==> src/rtl/rom_download_bridge.sv <==
// rom_download_bridge
//
// Bridges the data_io download stream (ioctl_*) onto an SDRAM write port that
// uses a toggle req/ack handshake. Consecutive even/odd bytes of one word are
// packed into a single 16-bit write. Each download is relocated by a per-region
// word base chosen from ioctl_index. Writes are queued in a small FIFO so the
// SDRAM may fall behind the byte stream.
//
// Optional feature: define ROM_CHECKSUM_EN to add a 16-bit wrapping sum of every
// byte that made it into the FIFO (exposed on the checksum port).
//
// Parameters
//   AW          SDRAM word-address width (at most 24)
//   FIFO_DEPTH  write FIFO entries, power of 2, at least 2
//   REGIONS     number of relocation regions, power of 2
//   REGION_BASE packed word bases, region r at bits [r*AW +: AW]
//
// Ports
//   clk_sys         system clock
//   reset           synchronous, active-high
//   ioctl_download  download in progress
//   ioctl_index     region select (low log2(REGIONS) bits)
//   ioctl_wr        one-cycle byte strobe
//   ioctl_addr      byte address within the download
//   ioctl_dout      byte data
//   port_req        toggles once per issued write
//   port_ack        equals port_req once the SDRAM has finished the write
//   port_a          word address
//   port_ds         byte enables {hi,lo}
//   port_we         high while a write is outstanding
//   port_d          write data
//   busy            download active or any work still pending
//   done            one-cycle pulse when busy falls
//   overflow        sticky, a byte was dropped because the FIFO was full
//   checksum        (ROM_CHECKSUM_EN only) sum of accepted bytes

module rom_download_bridge #(
    parameter int                     AW          = 22,
    parameter int                     FIFO_DEPTH  = 8,
    parameter int                     REGIONS     = 4,
    parameter logic [REGIONS*AW-1:0]  REGION_BASE = '0
) (
    input  logic          clk_sys,
    input  logic          reset,
    input  logic          ioctl_download,
    input  logic [7:0]    ioctl_index,
    input  logic          ioctl_wr,
    input  logic [24:0]   ioctl_addr,
    input  logic [7:0]    ioctl_dout,
    output logic          port_req,
    input  logic          port_ack,
    output logic [AW-1:0] port_a,
    output logic [1:0]    port_ds,
    output logic          port_we,
    output logic [15:0]   port_d,
    output logic          busy,
    output logic          done,
    output logic          overflow
`ifdef ROM_CHECKSUM_EN
    ,
    output logic [15:0]   checksum
`endif
);

    localparam int RW = (REGIONS > 1) ? $clog2(REGIONS) : 1;
    localparam int PW = $clog2(FIFO_DEPTH);
    localparam int CW = PW + 1;
    localparam int EW = AW + 18;

    typedef enum logic [1:0] {
        S_IDLE,
        S_ISSUE,
        S_WAIT
    } state_t;

    state_t          state;
    logic            dl_q;
    logic            held_valid;
    logic [AW-1:0]   held_addr;
    logic [7:0]      held_data;
    logic [EW-1:0]   fifo_mem [FIFO_DEPTH];
    logic [PW-1:0]   wr_ptr;
    logic [PW-1:0]   rd_ptr;
    logic [CW-1:0]   count;

    logic [AW-1:0]   region_base;
    logic [AW-1:0]   word_addr;
    logic            strobe;
    logic            dl_rise;
    logic            dl_fall;
    logic            pair;
    logic            flush;
    logic            lone_odd;
    logic            new_hold;
    logic            push0_valid;
    logic            push1_valid;
    logic [EW-1:0]   push0_entry;
    logic [EW-1:0]   push1_entry;
    logic            pop;
    logic [CW-1:0]   room;
    logic            accept0;
    logic            accept1;
    logic            drop;
    logic            busy_now;
    logic            unused_bits;

    // Only the low index bits and the word part of the byte address matter.
    assign unused_bits = ^{ioctl_index, ioctl_addr};

    // Pick the relocation base for the region currently being downloaded.
    always_comb begin
        region_base = '0;
        for (int r = 0; r < REGIONS; r++) begin
            if (REGIONS == 1 || ioctl_index[RW-1:0] == RW'(r)) begin
                region_base = REGION_BASE[r*AW +: AW];
            end
        end
    end

    assign word_addr = region_base + ioctl_addr[AW:1];

    assign strobe   = ioctl_wr & ioctl_download;
    assign dl_rise  = ioctl_download & ~dl_q;
    assign dl_fall  = dl_q & ~ioctl_download;
    assign pair     = strobe & held_valid & ioctl_addr[0] & (word_addr == held_addr);
    assign flush    = held_valid & ((strobe & ~pair) | dl_fall);
    assign lone_odd = strobe & ioctl_addr[0] & ~pair;
    assign new_hold = strobe & ~ioctl_addr[0];

    // Up to two FIFO pushes per cycle: a flushed held byte always occupies
    // the first slot so ordering is kept, a lone odd byte may follow it.
    always_comb begin
        push0_valid = 1'b0;
        push1_valid = 1'b0;
        push0_entry = '0;
        push1_entry = '0;
        if (pair) begin
            push0_valid = 1'b1;
            push0_entry = {held_addr, ioctl_dout, held_data, 2'b11};
        end else if (flush) begin
            push0_valid = 1'b1;
            push0_entry = {held_addr, held_data, held_data, 2'b01};
            if (lone_odd) begin
                push1_valid = 1'b1;
                push1_entry = {word_addr, ioctl_dout, ioctl_dout, 2'b10};
            end
        end else if (lone_odd) begin
            push0_valid = 1'b1;
            push0_entry = {word_addr, ioctl_dout, ioctl_dout, 2'b10};
        end
    end

    // A pop in the same cycle frees a slot, so a full FIFO still accepts.
    assign pop     = (state == S_ISSUE);
    assign room    = CW'(FIFO_DEPTH) - count + CW'(pop);
    assign accept0 = push0_valid & (room != '0);
    assign accept1 = push1_valid & (room > CW'(1));
    assign drop    = (push0_valid & ~accept0) | (push1_valid & ~accept1);

    assign busy_now = ioctl_download | held_valid | (count != '0) | (state != S_IDLE);

    // Track the download level and the pending even byte.
    always_ff @(posedge clk_sys) begin
        if (reset) begin
            dl_q       <= 1'b0;
            held_valid <= 1'b0;
            held_addr  <= '0;
            held_data  <= '0;
        end else begin
            dl_q <= ioctl_download;
            if (new_hold) begin
                held_valid <= 1'b1;
                held_addr  <= word_addr;
                held_data  <= ioctl_dout;
            end else if (pair || flush) begin
                held_valid <= 1'b0;
            end
        end
    end

    // FIFO storage; contents need no reset because the pointers define validity.
    always_ff @(posedge clk_sys) begin
        if (accept0) begin
            fifo_mem[wr_ptr] <= push0_entry;
        end
        if (accept1) begin
            fifo_mem[wr_ptr + PW'(1)] <= push1_entry;
        end
    end

    // FIFO pointers and occupancy.
    always_ff @(posedge clk_sys) begin
        if (reset) begin
            wr_ptr <= '0;
            rd_ptr <= '0;
            count  <= '0;
        end else begin
            wr_ptr <= wr_ptr + PW'(accept0) + PW'(accept1);
            rd_ptr <= rd_ptr + PW'(pop);
            count  <= count + CW'(accept0) + CW'(accept1) - CW'(pop);
        end
    end

    // Issue FSM: one write in flight at a time. Reset re-aligns req with ack,
    // which abandons any write the SDRAM has not acknowledged yet.
    always_ff @(posedge clk_sys) begin
        if (reset) begin
            state    <= S_IDLE;
            port_req <= port_ack;
            port_we  <= 1'b0;
            port_a   <= '0;
            port_d   <= '0;
            port_ds  <= '0;
        end else begin
            case (state)
                S_IDLE: begin
                    if (count != '0) begin
                        state <= S_ISSUE;
                    end
                end
                S_ISSUE: begin
                    {port_a, port_d, port_ds} <= fifo_mem[rd_ptr];
                    port_req <= ~port_req;
                    port_we  <= 1'b1;
                    state    <= S_WAIT;
                end
                S_WAIT: begin
                    if (port_ack == port_req) begin
                        port_we <= 1'b0;
                        state   <= S_IDLE;
                    end
                end
                default: state <= S_IDLE;
            endcase
        end
    end

    // Status flags. done fires on the same edge that drops busy.
    always_ff @(posedge clk_sys) begin
        if (reset) begin
            busy     <= 1'b0;
            done     <= 1'b0;
            overflow <= 1'b0;
        end else begin
            busy <= busy_now;
            done <= busy & ~busy_now;
            if (drop) begin
                overflow <= 1'b1;
            end else if (dl_rise) begin
                overflow <= 1'b0;
            end
        end
    end

`ifdef ROM_CHECKSUM_EN
    logic [15:0] sum0;
    logic [15:0] sum1;

    // Bytes count only once they are safely in the FIFO.
    always_comb begin
        sum1 = {8'h00, ioctl_dout};
        if (pair) begin
            sum0 = {8'h00, held_data} + {8'h00, ioctl_dout};
        end else if (flush) begin
            sum0 = {8'h00, held_data};
        end else begin
            sum0 = {8'h00, ioctl_dout};
        end
    end

    always_ff @(posedge clk_sys) begin
        if (reset) begin
            checksum <= '0;
        end else begin
            checksum <= (dl_rise ? 16'h0000 : checksum)
                      + (accept0 ? sum0 : 16'h0000)
                      + (accept1 ? sum1 : 16'h0000);
        end
    end
`endif

endmodule
==> config.mk <==
export PLATFORM = sky130hd
export DESIGN_NAME = rom_download_bridge
export DESIGN_NICKNAME = d
export VERILOG_FILES = /design/src/rtl/rom_download_bridge.sv
export SDC_FILE = /design/constraint.sdc
export NUM_CORES = 1
export LEC_CHECK = 0
export ABC_AREA = 1
export CAP_MARGIN = 10
export CORE_UTILIZATION = 51
export CTS_CLUSTER_DIAMETER = 200
export DETAILED_ROUTE_END_ITERATION = 16
export PLACE_DENSITY = 0.69
export SLEW_MARGIN = 20
export SYNTH_ARGS = -nofsm -noshare
export SYNTH_HDL_FRONTEND = slang
export SYNTH_SLANG_ARGS = --single-unit
==> constraint.sdc <==
create_clock -name clk_sys -period 4.6 [get_ports clk_sys]
set_input_delay 0.92 -clock clk_sys [delete_from_list [all_inputs] [get_ports clk_sys]]
set_output_delay 0.92 -clock clk_sys [all_outputs]
set_load 0.02 [all_outputs]
==> impl_metrics.csv <==
group,metric,value,unit
route,routed-via-count,17300,
clocking,ctsHoldBuffers,0,
placed_design,placed_cell_area,0.0219,mm2
worst_setup_path,worst_path_largest_cell_delay,0.63,ns
sta,finalSetupViolCount,0,
layout,final_util,0.587,
sta,period_minus_slack,4.13,ns
clocking,cts_tree,"done",
route,wl,61900,um
worst_setup_path,cp.arrival,4.46,ns
sta,drv_slew,0,
layout,layout-drive-gt1-share,0.0669,
worst_setup_path,path_class,"in -> reg",
clocking,cts_made_buffers,44,
yosys,syn_area_per_cell,8.50,um2
clocking,cts_resized,0,
power_and_ir_drop,leakagePower,9.34,nW
sta,finClkSkew,0.0172,ns
clocking,clock-sinks,409,
layout,fin_area,0.0234,mm2
floorplanning,num_rows,73,
power_and_ir_drop,combPwrFrac,0.205,
power_and_ir_drop,power_density,426,mW/mm2
layout,stdcell_count,3005,
yosys,syn_nets,2488,
yosys,async_flop_share,0,
worst_setup_path,critPathRequiredTime,4.93,ns
placed_design,hpwl,33600,um
sta,finalSetupTns,0,ns
layout,fillers,3475,
sta,fin_crit_sh,0.898,
yosys,synth_edf_count,313,
placed_design,dp_slack,0.0280,ns
flow_run,drv_cap,0,
worst_setup_path,crit_top_cell,"nand2_1",
clocking,htreeDepth,2,
placed_design,place_congestion,0.828,
power_and_ir_drop,ir_drop,0.671,mV
clocking,cts-root-buf,"clkbuf_16",
route,wl_per_cell,20.6,um
route,vias_per_cell,5.76,
placed_design,portBuffers,80,
yosys,ys_seq_area_frac,0.548,
floorplanning,initial_core_util,0.519,
yosys,ys_warn_count,0,
layout,seqCellArea,0.0113,mm2
worst_setup_path,cp-end-kind,"flop",
power_and_ir_drop,power_frac_seq,0.437,
yosys,syn-cell-area,0.0207,mm2
floorplanning,die-area,0.0413,mm2
grt,grt_antenna_before_repair,0,
power_and_ir_drop,clkPwrFrac,0.358,
power_and_ir_drop,internal_power,6.99,mW
run_status,status,"finished clean",
floorplanning,coreArea,0.0398,mm2
floorplanning,num_io_pins,91,
clocking,insertion_delay,0.57,ns
clocking,clk_path_buf_depth,3,
grt,grt_pass1_vias,16600,
floorplanning,die_y,203,um
floorplanning,die_w,203,um
grt,grt_pass1_wl,94500,um
worst_setup_path,cpMaxStageDelayCell,"buf_4",
worst_setup_path,cp_max_fo,62,
sta,tightestPinTransition,1.16,ns
grt,grt_max_degree,83,
worst_setup_path,path_cells,"clkdlybuf4s50_1, inv_2, nand2_1, nand2_1, nor2_1, nand2_1, nor2_1, nand3_2, nand2_2, nand2_4, nand2_4, buf_4, nand2_1, buf_4, nand2_1, nand2_1, nand2_1, nand2_1",
sta,slew_headroom,0.224,
worst_hold_path,min-delay-path-class,"reg -> reg",
power_and_ir_drop,p_total,9.96,mW
route,route.detailed.drc,0,
route,first_pass_iters,5,
clocking,post-cts-setup-buffers,0,
power_and_ir_drop,switchingPower,2.97,mW
layout,layout.nets,2505,
layout,area_delta_synth_final,13.2,%
sta,fmaxAchievable,0.242,GHz
grt,track_usage,0.302,
yosys,ys.flop_type,"edfxtp_1",
layout,final_cell_mix,"nand2_1 (1060), edfxtp_1 (313), nor2_1 (152), o21ai_0 (125), nand3_1 (96)",
clocking,cts.clk_slew.worst_paths,0.06,ns
yosys,synthCells,2429,
yosys,yosysUniqueCellTypes,31,
sta,worst_hold_slack,0.462,ns
placed_design,dp_cells,2925,
grt,gr-total-overflow,0,
worst_setup_path,startpoint_type,"primary input",
power_and_ir_drop,p_sw_frac,0.299,
sta,fin_ws,0.469,ns
layout,final_common_cell,"nand2_1",
layout,num_antenna_cells,0,
route,drtAntennaViolNets,0,
layout,multi_input_area,0.00828,mm2
sta,timing.final.hold_violations,0,
yosys,ys_seq_elements,409,
route,drt_iter0_markers,1926,
sta,grt_setup_unrepaired,"no",
power by group through the flow:
stage	sequential (mW)	combinational (mW)	clock, mW
finish	4.36	2.04	3.57
global route	4.38	2.20	3.75
CTS	4.36	2.04	3.60
detailed placement	4.43	2.03	0
global placement	4.42	2.00	0
floorplan	4.44	1.28	0
Yosys cell counts, types with 36 or more instances:
library cell,n,share of area
nand2_1,1068,0.19
edfxtp_1,313,0.46
nor2_1,156,0.028
o21ai_0,125,0.030
clkbuf_1,102,0.019
nand3_1,97,0.024
dfxtp_1,96,0.093
mux2i_1,80,0.039
o221ai_1,80,0.034
a21oi_1,76,0.018
inv_1,73,0.013
nor3_1,39,0.0095
buf_2,36,0.0087
cell families after synthesis:
family / synth area share
xor+xnor: 0.00254
mux: 0.0388
simple gates: 0.265
compound gates: 0.0835
fa+ha+maj: 0.00860
buf+inv: 0.0534
flops: 0.548
registers in the layout, summed over array words and instances (netlist names):
register / cells
count: 4
wr_ptr: 3
busy: 1
port_d: 16
state: 2
fifo_mem: 320
held_addr: 22
overflow: 1
port_req: 1
port_a: 22
port_ds: 2
held_valid: 1
port_we: 1
done: 1
rd_ptr: 3
held_data: 8
dl_q: 1
worst max-delay path, delay by kind of cell:
kind                   cells  cell delay (ns)
and+or+nand+nor           14             1.93
buffers and inverters      4             1.59
final timing paths:
path                                   endpoint  slack [ns]          start  cells after the start
worst max-delay path            fifo_mem[6][39]        0.47  ioctl_addr[1]                     18
worst min-delay path                 port_a[21]        0.46     port_a[21]                      2
worst max register to register  fifo_mem[6][39]        0.94   held_addr[7]                     17
worst min register to register       port_a[21]        0.46     port_a[21]                      2
cell type report:
type | count | area share
Sequential cell | 409 | 0.485
Multi-Input combinational cell | 1767 | 0.354
Timing Repair Buffer | 127 | 0.0566
Clock buffer | 62 | 0.0530
Tap cell | 525 | 0.0281
Inverter | 97 | 0.0156
Clock inverter | 18 | 0.00813
per-layer routing:
layer | up-vias | part of all wire | global-route usage
li1 | 8188 | - | -
met1 | 8052 | 0.38 | 0.389
met2 | 884 | 0.48 | 0.511
met3 | 172 | 0.096 | 0.0463
met4 | 0 | 0.036 | 0.121
met5 | - | 0 | 0
Power figures use the tool's default switching activity.
